`src/rtl/operand_fetch.sv`:
```
// operand_fetch: single-entry operand-fetch stage between decode and execute.
// Reads both source registers, bypasses same-cycle writeback data, tracks
// in-flight destination registers in a pending-write scoreboard to stall
// RAW/WAW hazards, and counts hazard stall cycles.
module operand_fetch (
  input  logic        clk,
  input  logic        rst,
  input  logic        in_valid,
  output logic        in_ready,
  input  logic [4:0]  in_rs1,
  input  logic [4:0]  in_rs2,
  input  logic [4:0]  in_rd,
  input  logic        in_rd_wr,
  input  logic [31:0] in_pc,
  output logic [4:0]  rf_rd_addr0,
  output logic [4:0]  rf_rd_addr1,
  input  logic [31:0] rf_rd_data0,
  input  logic [31:0] rf_rd_data1,
  input  logic        wb_ena,
  input  logic [4:0]  wb_addr,
  input  logic [31:0] wb_data,
  input  logic        flush,
  output logic        out_valid,
  input  logic        out_ready,
  output logic [31:0] out_rs1_val,
  output logic [31:0] out_rs2_val,
  output logic [4:0]  out_rd,
  output logic        out_rd_wr,
  output logic [31:0] out_pc,
  output logic [31:0] stall_count
);

  typedef enum logic {EMPTY = 1'b0, FULL = 1'b1} state_e;

  state_e      state_q, state_d;
  logic [31:0] pending_q, pending_d;
  logic [31:0] rs1_val_q, rs2_val_q, pc_q, stall_q;
  logic [4:0]  rd_q;
  logic        rd_wr_q;

  logic        clr1, clr2, clrd, hazard, accept;
  logic [31:0] op1, op2;

  assign rf_rd_addr0 = in_rs1;
  assign rf_rd_addr1 = in_rs2;

  assign out_valid   = (state_q == FULL);
  assign out_rs1_val = rs1_val_q;
  assign out_rs2_val = rs2_val_q;
  assign out_rd      = rd_q;
  assign out_rd_wr   = rd_wr_q;
  assign out_pc      = pc_q;
  assign stall_count = stall_q;

  // Hazard detection, handshake and operand selection with writeback bypass
  always_comb begin
    clr1   = wb_ena && (wb_addr == in_rs1);
    clr2   = wb_ena && (wb_addr == in_rs2);
    clrd   = wb_ena && (wb_addr == in_rd);
    hazard = ((in_rs1 != 5'd0) && pending_q[in_rs1] && !clr1) ||
             ((in_rs2 != 5'd0) && pending_q[in_rs2] && !clr2) ||
             (in_rd_wr && (in_rd != 5'd0) && pending_q[in_rd] && !clrd);
    in_ready = !rst && !flush && !hazard && (!out_valid || out_ready);
    accept   = in_valid && in_ready;

    if (in_rs1 == 5'd0) op1 = '0;
    else if (clr1)      op1 = wb_data;
    else                op1 = rf_rd_data0;

    if (in_rs2 == 5'd0) op2 = '0;
    else if (clr2)      op2 = wb_data;
    else                op2 = rf_rd_data1;
  end

  // Next entry state and scoreboard update; sets are applied last so they win
  always_comb begin
    state_d   = state_q;
    pending_d = pending_q;

    if (wb_ena && (wb_addr != 5'd0))
      pending_d[wb_addr] = 1'b0;
    if (flush && out_valid && rd_wr_q && (rd_q != 5'd0))
      pending_d[rd_q] = 1'b0;
    if (accept && in_rd_wr && (in_rd != 5'd0))
      pending_d[in_rd] = 1'b1;
    pending_d[0] = 1'b0;

    if (flush)                       state_d = EMPTY;
    else if (accept)                 state_d = FULL;
    else if (out_valid && out_ready) state_d = EMPTY;
  end

  // State, scoreboard and stall counter registers
  always_ff @(posedge clk or posedge rst) begin
    if (rst) begin
      state_q   <= EMPTY;
      pending_q <= '0;
      stall_q   <= '0;
    end else begin
      state_q   <= state_d;
      pending_q <= pending_d;
      if (in_valid && hazard && !flush)
        stall_q <= stall_q + 32'd1;
    end
  end

  // Output entry payload, loaded only on accept so it holds under backpressure
  always_ff @(posedge clk or posedge rst) begin
    if (rst) begin
      rs1_val_q <= '0;
      rs2_val_q <= '0;
      rd_q      <= '0;
      rd_wr_q   <= 1'b0;
      pc_q      <= '0;
    end else if (accept) begin
      rs1_val_q <= op1;
      rs2_val_q <= op2;
      rd_q      <= in_rd;
      rd_wr_q   <= in_rd_wr;
      pc_q      <= in_pc;
    end
  end

endmodule

```
`config.mk`:
```
export PLATFORM = sky130hd
export DESIGN_NAME = operand_fetch
export DESIGN_NICKNAME = d
export VERILOG_FILES = /design/src/rtl/operand_fetch.sv
export SDC_FILE = /design/constraint.sdc
export NUM_CORES = 1
export LEC_CHECK = 0
export ABC_AREA = 1
export BUFFER_PORTS_ARGS = -buffer_cell sky130_fd_sc_hd__buf_2
export CORE_ASPECT_RATIO = 1.5
export CORE_MARGIN = 4
export CORE_UTILIZATION = 45
export CTS_BUF_LIST = sky130_fd_sc_hd__clkbuf_4
export DETAILED_ROUTE_END_ITERATION = 6
export PLACE_DENSITY = 0.75
export RECOVER_POWER = 100
export SLEW_MARGIN = 20
export SYNTH_ARGS = -nofsm -noshare
export SYNTH_HDL_FRONTEND = slang
export SYNTH_SLANG_ARGS = --single-unit
```
`constraint.sdc`:
```
create_clock -name clk -period 6.3 [get_ports clk]
set_clock_uncertainty 0.1 [all_clocks]
set_input_delay 0.63 -clock clk [delete_from_list [all_inputs] [get_ports clk]]
set_output_delay 0.63 -clock clk [all_outputs]
set_load 0.02 [all_outputs]
```
After elaboration in Yosys (flattened, before gate mapping)
Cells that the tools add are included.
{ "totals": {"ff_bits": 166, "input_bits": 155, "output_inout_bits": 146} }
{ "op_classes": {"n_addsub": 1, "n_lt_le_gt_ge": 8, "eq_ne": 3, "mux": 22, "bitwise_logic": 5, "n_reduce_logical": 44} }
{ "op_table": {"columns": ["op", "n"], "rows": [
  ["$mux 32", 7],
  ["$and 32x32->32", 2],
  ["$not 32->32", 2],
  ["$add 32x1->32 const B", 1],
  ["$or 32x32->32", 1],
  ["$lt 5x6->1 const B", 5],
  ["$logic_and 1x1->1", 26],
  ["$reduce_bool 5->1", 5],
  ["$bmux 1 s5", 3],
  ["$demux 1 s5", 3],
  ["$eq 5x5->1", 3],
  ["$ge 5x1->1 const B", 3],
  ["$logic_not 5->1", 2],
  ["$mux 1", 9],
  ["$logic_not 1->1", 7],
  ["$logic_or 1x1->1", 3],
  ["$reduce_bool 3->1", 1]
]} }

Logic depth before layout (Yosys ltp)
Gate-level depths: netlist (run 1).
{ "logic_depth": {"word_depth": 13, "mapped_depth": 18, "depth_no_buf": 16} }

Least setup slack after synthesis (run 1)
No wires, ideal clock.
{ "synth_path": {"path_type": "input to output", "start": "input in_rs1[0]", "end": "output in_ready", "t_arrival_ns": 1.919, "required_time_ns": 5.570, "slack_ns": 3.651, "path_stages": 11, "path_buffers": 3, "path_cell_list": "buf_2 buf_2 nand2_1 nand3_1 nand3_1 a21oi_1 nor2_1 nand2_1 nand3_2 nor2_4 buf_2"} }
{ "synth_via": {"elab_chain_cells": 9} }
{ "synth_rtl": {"columns": ["element", "line", "rtl"], "rows": [
  ["from (decl)", "10", "input logic [4:0] in_rs1,"],
  ["$bmux 1 s5 or $eq 5x5->1 (tied branches)", "60, 57", null],
  ["$mux 1 (not written as such) or $logic_and 1x1->1 (tied branches)", "60, 57", null],
  ["$logic_and 1x1->1 or $logic_not 1->1 (tied branches)", "60", "hazard = ((in_rs1 != 5'd0) && pending_q[in_rs1] && !clr1) ||"],
  ["$logic_and 1x1->1 (*)", "60", null],
  ["$logic_or 1x1->1 (*)", "60", null],
  ["$logic_or 1x1->1 (*)", "61", "((in_rs2 != 5'd0) && pending_q[in_rs2] && !clr2) ||"],
  ["$logic_not 1->1 (*)", "63", "in_ready = !rst && !flush && !hazard && (!out_valid || out_ready);"],
  ["$logic_and 1x1->1 (*) (2 in series)", "63", null],
  ["to (decl)", "9", "output logic in_ready,"]
]} }
Mark *: on every way between the ends. The rest lies on a longest branch, timed or not. The select of a mux whose other input is x is not followed.

Final worst setup path (run 1)
Same ends and word-level chain as after synthesis.

==> metrics, run 1 <==
I/O Pins 301; number of distinct library cells after synthesis 31; critical path type input port to output port; register share of total power roughly 46%; Overflow after GRT 0; status complete, but fails checks; reg2reg end out_pc[24]; min cycle time layout 4980 ps; Pre-antenna DRT Iters 7; syn_area_per_cell approximately 6.7 um^2; Crit. End Element output port; Die Wd 131 um; CTS tree done; Cell Int Power 1860 uW; Site Rows 67; unrepaired setup endpoints after global routing no; clk sinks 166; Min-Delay Path Class input port to register; leak pwr 0.00617 uW; Max Freq 0.201 GHz; Tot GR Track Use 28.2%; Final Cycle Share between 70% and 80%; Synth area leader dfrtp_1; total routed wirelength 35,900 um; Hold Vio Cnt, Final 0; reg-to-reg slack, setup ~3000 ps; final setup fails 0; largest family of logic cells by synthesized area simple AND/OR/NAND/NOR gates; Max Cap Viol 1; TritonCTS buffer count 17; Setup TNS Final 0 ps; Slew @ Worst Pin 4440 ps; CP Data Required Time 5570 ps; worst reg2reg path startpoint pending_q[14]; post-route ant nets 0; initial antenna violation count 2; Hold-fix buffers, CTS 0; CTS clk-pin slew, worst paths 160 ps; routed wire length on met2 18,200 um; reported net switching power around 1500 uW; Max transition margin -196%; P&R area growth vs syn 15.0%; final setup margin around 1300 ps; CTS max path bufs 2; switching share of power between 40 and 50%; CTS Root Cell clkbuf_4; fin. max-slew vios between 100 and 150; Top Layer Used met4; synth warn 0; syn nets around 1.7k; Synth Cell Area roughly 10,000 um^2; Hold Path Depth 3; metal3 WL between 2000 and 3000 um; Hold Crit Start in_pc[23]; Remaining DRCs 5; vias per inst 5.49; starting density of the core between 40% and 50%; fin cells 2,040; Routed wire per std cell 17.6 um; Pwr Density 289 nW/um^2; # fillers 2,355; WHS Endpoint out_pc[23]; dpl cells approximately 2k; top post-synthesis cells by area dfrtp_1 (41%), nand2_1 (23%), nand3_1 (11%); Critical Path AT ~4300 ps; Startpoint Class input port; HPWL Detailed 26,700 um; CP startpoint in_rs1[0]; H-tree levels 4; Synth Area in Adders 0.123%; vias in the first global route 10.6k; worst-path fanout max 62; Die Ht 192 um; Port Buffers 300; Mapped Cells 1,509; Register-to-Register Path Depth 13; first-pass GRT wire length 55,300 um; peak supply drop about 0.17 mV; setup bufs post-CTS 0; Compound-Gate Fraction of Synth Area 5.77%; share of layout cells above drive strength 1 roughly an eighth; Post-Synth Simple-Gate Area 43.1%; Combinational Power Share 35.7%; Post-Synth XOR/XNOR Area 1.04%; Clk pwr share between 10% and 20%; pre-CTS setup slack 2170 ps; failing checks DRC, capacitance limit, slew limit; routed vias ~11k; Util after Layout between 50% and 60%; Final GP Congestion 1.04; flops & latches, synth roughly 170; pin count of the biggest net entering global routing 120; worst skew pair latency 600 ps; M1 WL 13,700 um; Seq/Total Area, Yosys a little over 40%; Initial DRC Count 814; full die area 25,000 um^2; post-synthesis mux area share 0%; Yosys top cell area share 41.0%; core area about 22,000 um^2; CTS-repair resized insts 0; Layout Nets 1,905
==> stage by stage <==
stage               hold WS, ps  total power (uW)  instance area (um^2)
floorplan                   408              2300                 10100
CTS                        92.5              3450                 11900
global placement            349              2800                 11600
global route               89.6              3590                 11700
detailed placement          353              2820                 11600
finish                      141              3370                 11700
==> kinds of logic after synthesis <==
kind of cell / Yosys count
compound gates: 102
xor+xnor: 12
fa+ha+maj: 1
buf+inv: 202
flops: 166
simple gates: 1026
==> per-layer routing <==
| metal | GRT usage [%] | vias up |
|---|---|---|
| met5 | 0 | - |
| met4 | 12.6 | 0 |
| met3 | 5.15 | 103 |
| met2 | 48.4 | 588 |
| met1 | 33.9 | 5164 |
| li1 | - | 5345 |
==> cell type report <==
cell class	instances	area (um^2)	share of cell area, %
clock inverters	15	148	1.27
well taps	276	345	2.96
multi-input cells	1141	5060	43.4
inverters	114	428	3.67
flip-flops and latches	166	4150	35.6
clock buffers	17	128	1.10
diodes	2	5.00	0.0429
repair buffers	309	1390	11.9
==> cells in the mapped netlist, drive strengths merged <==
master    n
nand3b   15
or2       2
nor3     29
nor4      7
nand4    42
nand2   627
dfrtp   166
xnor2     7
o211ai    9
o22ai     3
a21oi    24
xor2      5
ha        1
o21ai    53
nor2     90
inv     114
buf      53
nand3   214
a21boi    1
clkbuf   35
o221ai   12
==> registers in the layout (all words and copies together), names as in the netlist <==
register	flops
out_rs2_val	32
pending_q	31
out_rd_wr	1
out_valid	1
out_pc	32
out_rd	5
stall_count	32
out_rs1_val	32
==> worst max-delay path, cell delays in order <==
cell and delay (ps):
clkbuf_1 840, inv_2 180, nand4_1 180, buf_4 370, nand2_1 90, inv_1 820
nand2_1 110, nor2_1 130, nand2_1 70, nand3_1 100, nor2_1 90, buf_4 320
clkbuf_1 280
==> layout by cell type, fill, tap and decap left out, types with 10 or more instances in the layout <==
cell	Yosys	routed
a21oi_1	24	24
nor3_1	28	28
inv_1	96	97
clkbuf_4	0	17
nand3b_1	15	15
inv_2	18	17
o221ai_1	12	12
buf_2	23	153
nand4_1	42	42
clkbuf_1	35	146
buf_4	19	10
o21ai_0	49	50
nand2_1	625	626
nand3_1	213	214
dfrtp_1	166	166
nor2_1	87	88
==> worst max-delay path by stage <==
stage               cells past startpoint               to
floorplan                               1        out_pc[0]
global placement                       15       out_pc[12]
detailed placement                     15       out_pc[24]
CTS                                    13         in_ready
global route                            2  out_rs1_val[15]
finish                                 13         in_ready
==> power groups by stage <==
stage	sequential, uW	clock [uW]	combinational (uW)
after detailed placement	1540	0	1280
after global routing	1570	693	1330
after CTS	1520	645	1280
final	1530	631	1200
after floorplan	1830	0	467
after global placement	1540	0	1260
No activity file was read; power rests on OpenSTA's default activity.
==> run 2, diff against run 1 <==
--- a/config.mk
+++ b/config.mk
@@ -12,7 +12,7 @@
 export CORE_UTILIZATION = 45
 export CTS_BUF_LIST = sky130_fd_sc_hd__clkbuf_4
 export DETAILED_ROUTE_END_ITERATION = 6
-export PLACE_DENSITY = 0.75
+export PLACE_DENSITY = 0.78
 export RECOVER_POWER = 100
 export SLEW_MARGIN = 20
 export SYNTH_ARGS = -nofsm -noshare
==> constraint.sdc (replaced) <==
create_clock -name clk -period 4 [get_ports clk]
set_clock_uncertainty 0.1 [all_clocks]
set_input_delay 0.4 -clock clk [delete_from_list [all_inputs] [get_ports clk]]
set_output_delay 0.4 -clock clk [all_outputs]
set_load 0.02 [all_outputs]
==> run 2 against run 1 <==
Net effect:
- via count rose by 3.8%
- critical path type unchanged
- worst hold slack got worse by 96 ps
- register-to-register slack got worse by 2000 ps
- die area did not move
- critical endpoint unchanged
- the run ends with capacitance limit, slew limit left
- global-route usage rose by 1.2 points
- largest power group unchanged
- worst setup slack got worse by 910 ps
- cell area rose by 5.7%
- flip-flop and latch count did not move
==> metrics, run 2 (synthesis gave the netlist of run 1 again) <==
Startpoint Class input port; core area between 20,000 and 25,000 um^2; worst-path fanout max 81; pin count of the biggest net entering global routing about 80; Min-Delay Path Class input port to register; CTS Root Cell clkbuf_4; Seq. cell area 4150 um^2; setup bufs post-CTS 0; vias per inst roughly 5.5; Die Wd 131 um; Site Rows 67; critical path type input port to output port; CTS-repair resized insts 0; Layout Nets 1,969; CTS max path bufs 2; I/O Pins 301; leak pwr 0.00648 uW; Crit. End Element output port; Final Cycle Share 89.9%; Max Cap Viol 1; min cycle time layout 3600 ps; M1 WL 13,900 um; routed wire length on met2 between 15,000 and 20,000 um; worst skew pair latency 580 ps; Crit-path slowest cell buf_4; share of layout cells above drive strength 1 12.5%; Die Ht 192 um; full die area 25,000 um^2; fin. max-slew vios 54; Max transition margin -92.6%; Hold-fix buffers, CTS 56; unrepaired setup endpoints after global routing no; commonest non-fill, non-tap cells in the layout nand2_1 (626), nand3_1 (213), dfrtp_1 (166), buf_2 (153), clkbuf_1 (147); vias in the first global route 11.1k; metal3 WL 2710 um; peak supply drop 0.250 mV; Pre-antenna DRT Iters 6; initial antenna violation count 3; worst-path cell chain clkbuf_1 > nand2_1 > o211ai_1 > nand3_1 > nand3_1 > nand2_1 > nand3_1 > nand3_2 > nor2_4 > buf_4 > clkbuf_1; total power 5450 uW; CP most frequent cell nand3_1; CTS clk-pin slew, worst paths 130 ps; Initial DRC Count 1,019; Max Freq between 0.2 and 0.3 GHz; slowest stage delay, CP 650 ps; first-pass GRT wire length 57,700 um; CP startpoint in_rs2[0]; TritonCTS buffer count 17; Overflow after GRT 0; Multi-input gate area 5070 um^2; Setup TNS Final 0 ps; crit path capture in_ready; reg-to-reg slack, setup 910 ps; worst reg2reg path startpoint pending_q[31]; CTS tree done; failing checks capacitance limit, slew limit; Final GP Congestion 1.08; status complete, but fails checks; most common cell after layout, fill and taps aside nand2_1; Slew @ Worst Pin 2890 ps; Pwr Density about 440 nW/um^2; final setup fails 0; total routed wirelength around 38,000 um; WP depth 11; # fillers 2,244; Remaining DRCs 0; Port Buffers 300; clk sinks 166; Register-to-Register Path Depth 12; HPWL Detailed between 20,000 and 30,000 um; Hold Path Depth 5; Util after Layout 55.3%; reg2reg end stall_count[24]; Tot GR Track Use ~29%; CP top delay family buffers and inverters; starting density of the core 45.4%; Critical Path AT 3100 ps; Hold Vio Cnt, Final 0; H-tree levels 4; critical path buffer and inverter count 3; routed vias 11.6k; P&R area growth vs syn 21.6%; post-route ant nets 0; CP Data Required Time 3500 ps; Routed wire per std cell around 18 um; Top Layer Used met4
-- run 2: power by group --
| part | switching (uW) | internal (uW) |
|---|---|---|
| registers | 308 | 2110 |
| logic | 1440 | 538 |
| clock network | 657 | 398 |
| total | 2400 | 3050 |
-- run 2: worst min-delay path: stages --
cell and delay [ps]:
buf_2 70, nand2_1 40, nand2_1 50, nand3_1 70, nand2_1 60
-- run 2: worst min-delay path by stage --
stage	start	endpoint
6_report	rf_rd_data0[13]	out_rs1_val[13]
5_1_grt	rf_rd_data0[28]	out_rs1_val[28]
4_1_cts	rf_rd_data0[1]	out_rs1_val[1]
3_5_place_dp	out_pc[24]	out_pc[24]
3_3_place_gp	out_pc[19]	out_pc[19]
2_1_floorplan	flush	out_valid
-- run 2: per-stage QoR --
| step | cells | hold slack [ps] | area (um^2) | setup slack [ps] |
|---|---|---|---|---|
| after floorplan | 1509 | 363 | 10100 | 1390 |
| after global placement | 2014 | 348 | 11600 | 728 |
| after detailed placement | 2014 | 353 | 11600 | 713 |
| after CTS | 2102 | 0.0204 | 12500 | 425 |
| after global routing | 2105 | 19.4 | 12300 | 111 |
| final | 2106 | 44.7 | 12300 | 405 |
-- run 2: area by class of cell --
cell class,count,area share [%]
inverters,114,3.50
diodes,4,0.0812
multi-input cells,1141,41.1
well taps,276,2.80
flip-flops and latches,166,33.7
clock inverters,14,1.33
repair buffers,373,16.3
clock buffers,18,1.10
-- run 2: per-layer routing --
layer	vias up	GRT usage (%)
li1	5487	-
met1	5323	35.1
met2	647	48.4
met3	166	4.76
met4	0	19.1
met5	-	0
==> run 3, diff against run 2 <==
--- a/config.mk
+++ b/config.mk
@@ -8,7 +8,7 @@
 export ABC_AREA = 1
 export BUFFER_PORTS_ARGS = -buffer_cell sky130_fd_sc_hd__buf_2
 export CORE_ASPECT_RATIO = 1.5
-export CORE_MARGIN = 4
+export CORE_MARGIN = 5
 export CORE_UTILIZATION = 45
 export CTS_BUF_LIST = sky130_fd_sc_hd__clkbuf_4
 export DETAILED_ROUTE_END_ITERATION = 6
==> run 3 against run 2 <==
Net effect:
- the run still ends with capacitance limit, slew limit left
- total power down 0.69%
- clock power down 5%
- cell area up 2.3%
- first-iteration DRC count up 2.6%
- worst setup slack better by 99 ps
- count of clock-buffer cells in the layout down 1
- critical path type unchanged
==> metrics, run 3 (synthesis gave the netlist of run 1 again) <==
vias per inst 5.54; initial antenna violation count 2; slowest stage delay, CP 530 ps; reg2reg end out_rs1_val[29]; critical path buffer and inverter count 6; vias in the first global route 11.5k; Remaining DRCs 0; Hold Vio Cnt, Final 0; unrepaired setup endpoints after global routing no; Overflow after GRT 0; I/O Pins 301; clk sinks 166; Max transition margin -49.1%; critical path type input port to output port; CTS clk-pin slew, worst paths 150 ps; Port Buffers 300; Initial DRC Count between 1k and 1.5k; worst-path fanout max 28; CP top delay family buffers and inverters; TritonCTS buffer count 17; Hold Slack 41.9 ps; dpl cells 2,013; Crit-path slowest cell dlygate4sd3_1; Hold-fix buffers, CTS 89; fin cells about 2.1k; CTS tree done; Die Wd 133 um; Startpoint Class input port; min cycle time layout 3500 ps; Slew @ Worst Pin 2240 ps; Site Rows 67; worst reg2reg path startpoint pending_q[9]; failing checks capacitance limit, slew limit; total routed wirelength 38,300 um; full die area 25,700 um^2; total power 5410 uW; core area approximately 22,000 um^2; final setup fails 0; most common cell after layout, fill and taps aside nand2_1; H-tree levels 4; commonest non-fill, non-tap cells in the layout nand2_1 (626), nand3_1 (213), dfrtp_1 (166), buf_2 (154), clkbuf_1 (146); share of layout cells above drive strength 1 12.1%; HPWL Detailed 26,800 um; Routed wire per std cell between 15 and 20 um; CTS Root Cell clkbuf_4; status complete, but fails checks; peak supply drop 0.256 mV; Pwr Density 429 nW/um^2; routed vias 11.8k; Critical Path AT about 3000 ps; setup bufs post-CTS 0; Setup TNS Final 0 ps; WP depth 12; Layout Nets 2,001; pin count of the biggest net entering global routing 90; CP startpoint in_rd[4]; Register-to-Register Path Depth 13; leak pwr 0.00660 uW; Final GP Congestion between 1 and 1.5; Tot GR Track Use 29.1%; Max Cap Viol 2; CP Data Required Time 3500 ps; reg-to-reg slack, setup 1020 ps; Die Ht 194 um; CTS max path bufs 2; P&R area growth vs syn 24.5%; first-pass GRT wire length 60,300 um; Pre-antenna DRT Iters 6; Min-Delay Path Class input port to register; worst skew pair latency 610 ps; CTS-repair resized insts 0; post-route ant nets 0; Max Freq ~0.29 GHz; starting density of the core between 40% and 50%; Crit. End Element output port; Final Cycle Share 87.4%; worst-path cell chain dlygate4sd3_1 > buf_2 > nor3_1 > inv_2 > o21ai_0 > inv_2 > nand2_1 > clkinv_1 > nand2_1 > nand3_2 > nor2_4 > buf_2; fin. max-slew vios about 170; crit path capture in_ready
==> run 3: area by class of cell <==
class / count / area [um^2]
fill: 2187 / 9690
multi-input combinational: 1141 / 5070
sequential: 166 / 4150
timing repair buffer: 405 / 2330
inverter: 114 / 432
tap: 276 / 345
clock inverter: 15 / 148
clock buffer: 17 / 128
antenna: 2 / 5.00
==> run 3: tightest hold or removal path: cells and delay by family <==
| kind | cells | cell delay [ps] |
|---|---|---|
| and+or+nand+nor | 4 | 230 |
| buffers and inverters | 1 | 90 |
==> run 3: metrics by stage <==
step	util, %	area, um^2	worst slack [ps]
6_report	56.6	12600	504
5_1_grt	56.6	12600	301
4_1_cts	57.5	12800	690
3_5_place_dp	52.3	11700	907
3_3_place_gp	52.3	11700	933
2_1_floorplan	-	10100	1390
==> run 3: how the worst min path moves through the flow <==
stage | from | endpoint | slack [ps] | cells after the start
6_report | rf_rd_data1[22] | out_rs2_val[22] | 40 | 5
5_1_grt | rf_rd_data1[9] | out_rs2_val[9] | 30 | 5
4_1_cts | rf_rd_data0[7] | out_rs1_val[7] | 2 | 5
3_5_place_dp | out_pc[15] | out_pc[15] | 350 | 2
3_3_place_gp | out_pc[27] | out_pc[27] | 350 | 2
2_1_floorplan | flush | out_valid | 360 | 1
==> run 3: power by group <==
group | internal (uW) | switching, uW | leakage (uW) | total [uW]
registers | 2110 | 318 | 0.00215 | 2430
logic | 558 | 1420 | 0.00430 | 1980
clock network | 324 | 676 | 0.000151 | 1000
==> run 3: layer usage <==
| layer | wire, um | vias to the layer above | track usage (%) | part of all wire [%] |
|---|---|---|---|---|
| met5 | 0 | - | 0 | 0 |
| met4 | 2440 | 0 | 18.0 | 6.4 |
| met3 | 2740 | 184 | 5.27 | 7.2 |
| met2 | 18800 | 640 | 49.6 | 49 |
| met1 | 14300 | 5462 | 33.7 | 37 |
| li1 | - | 5542 | - | - |
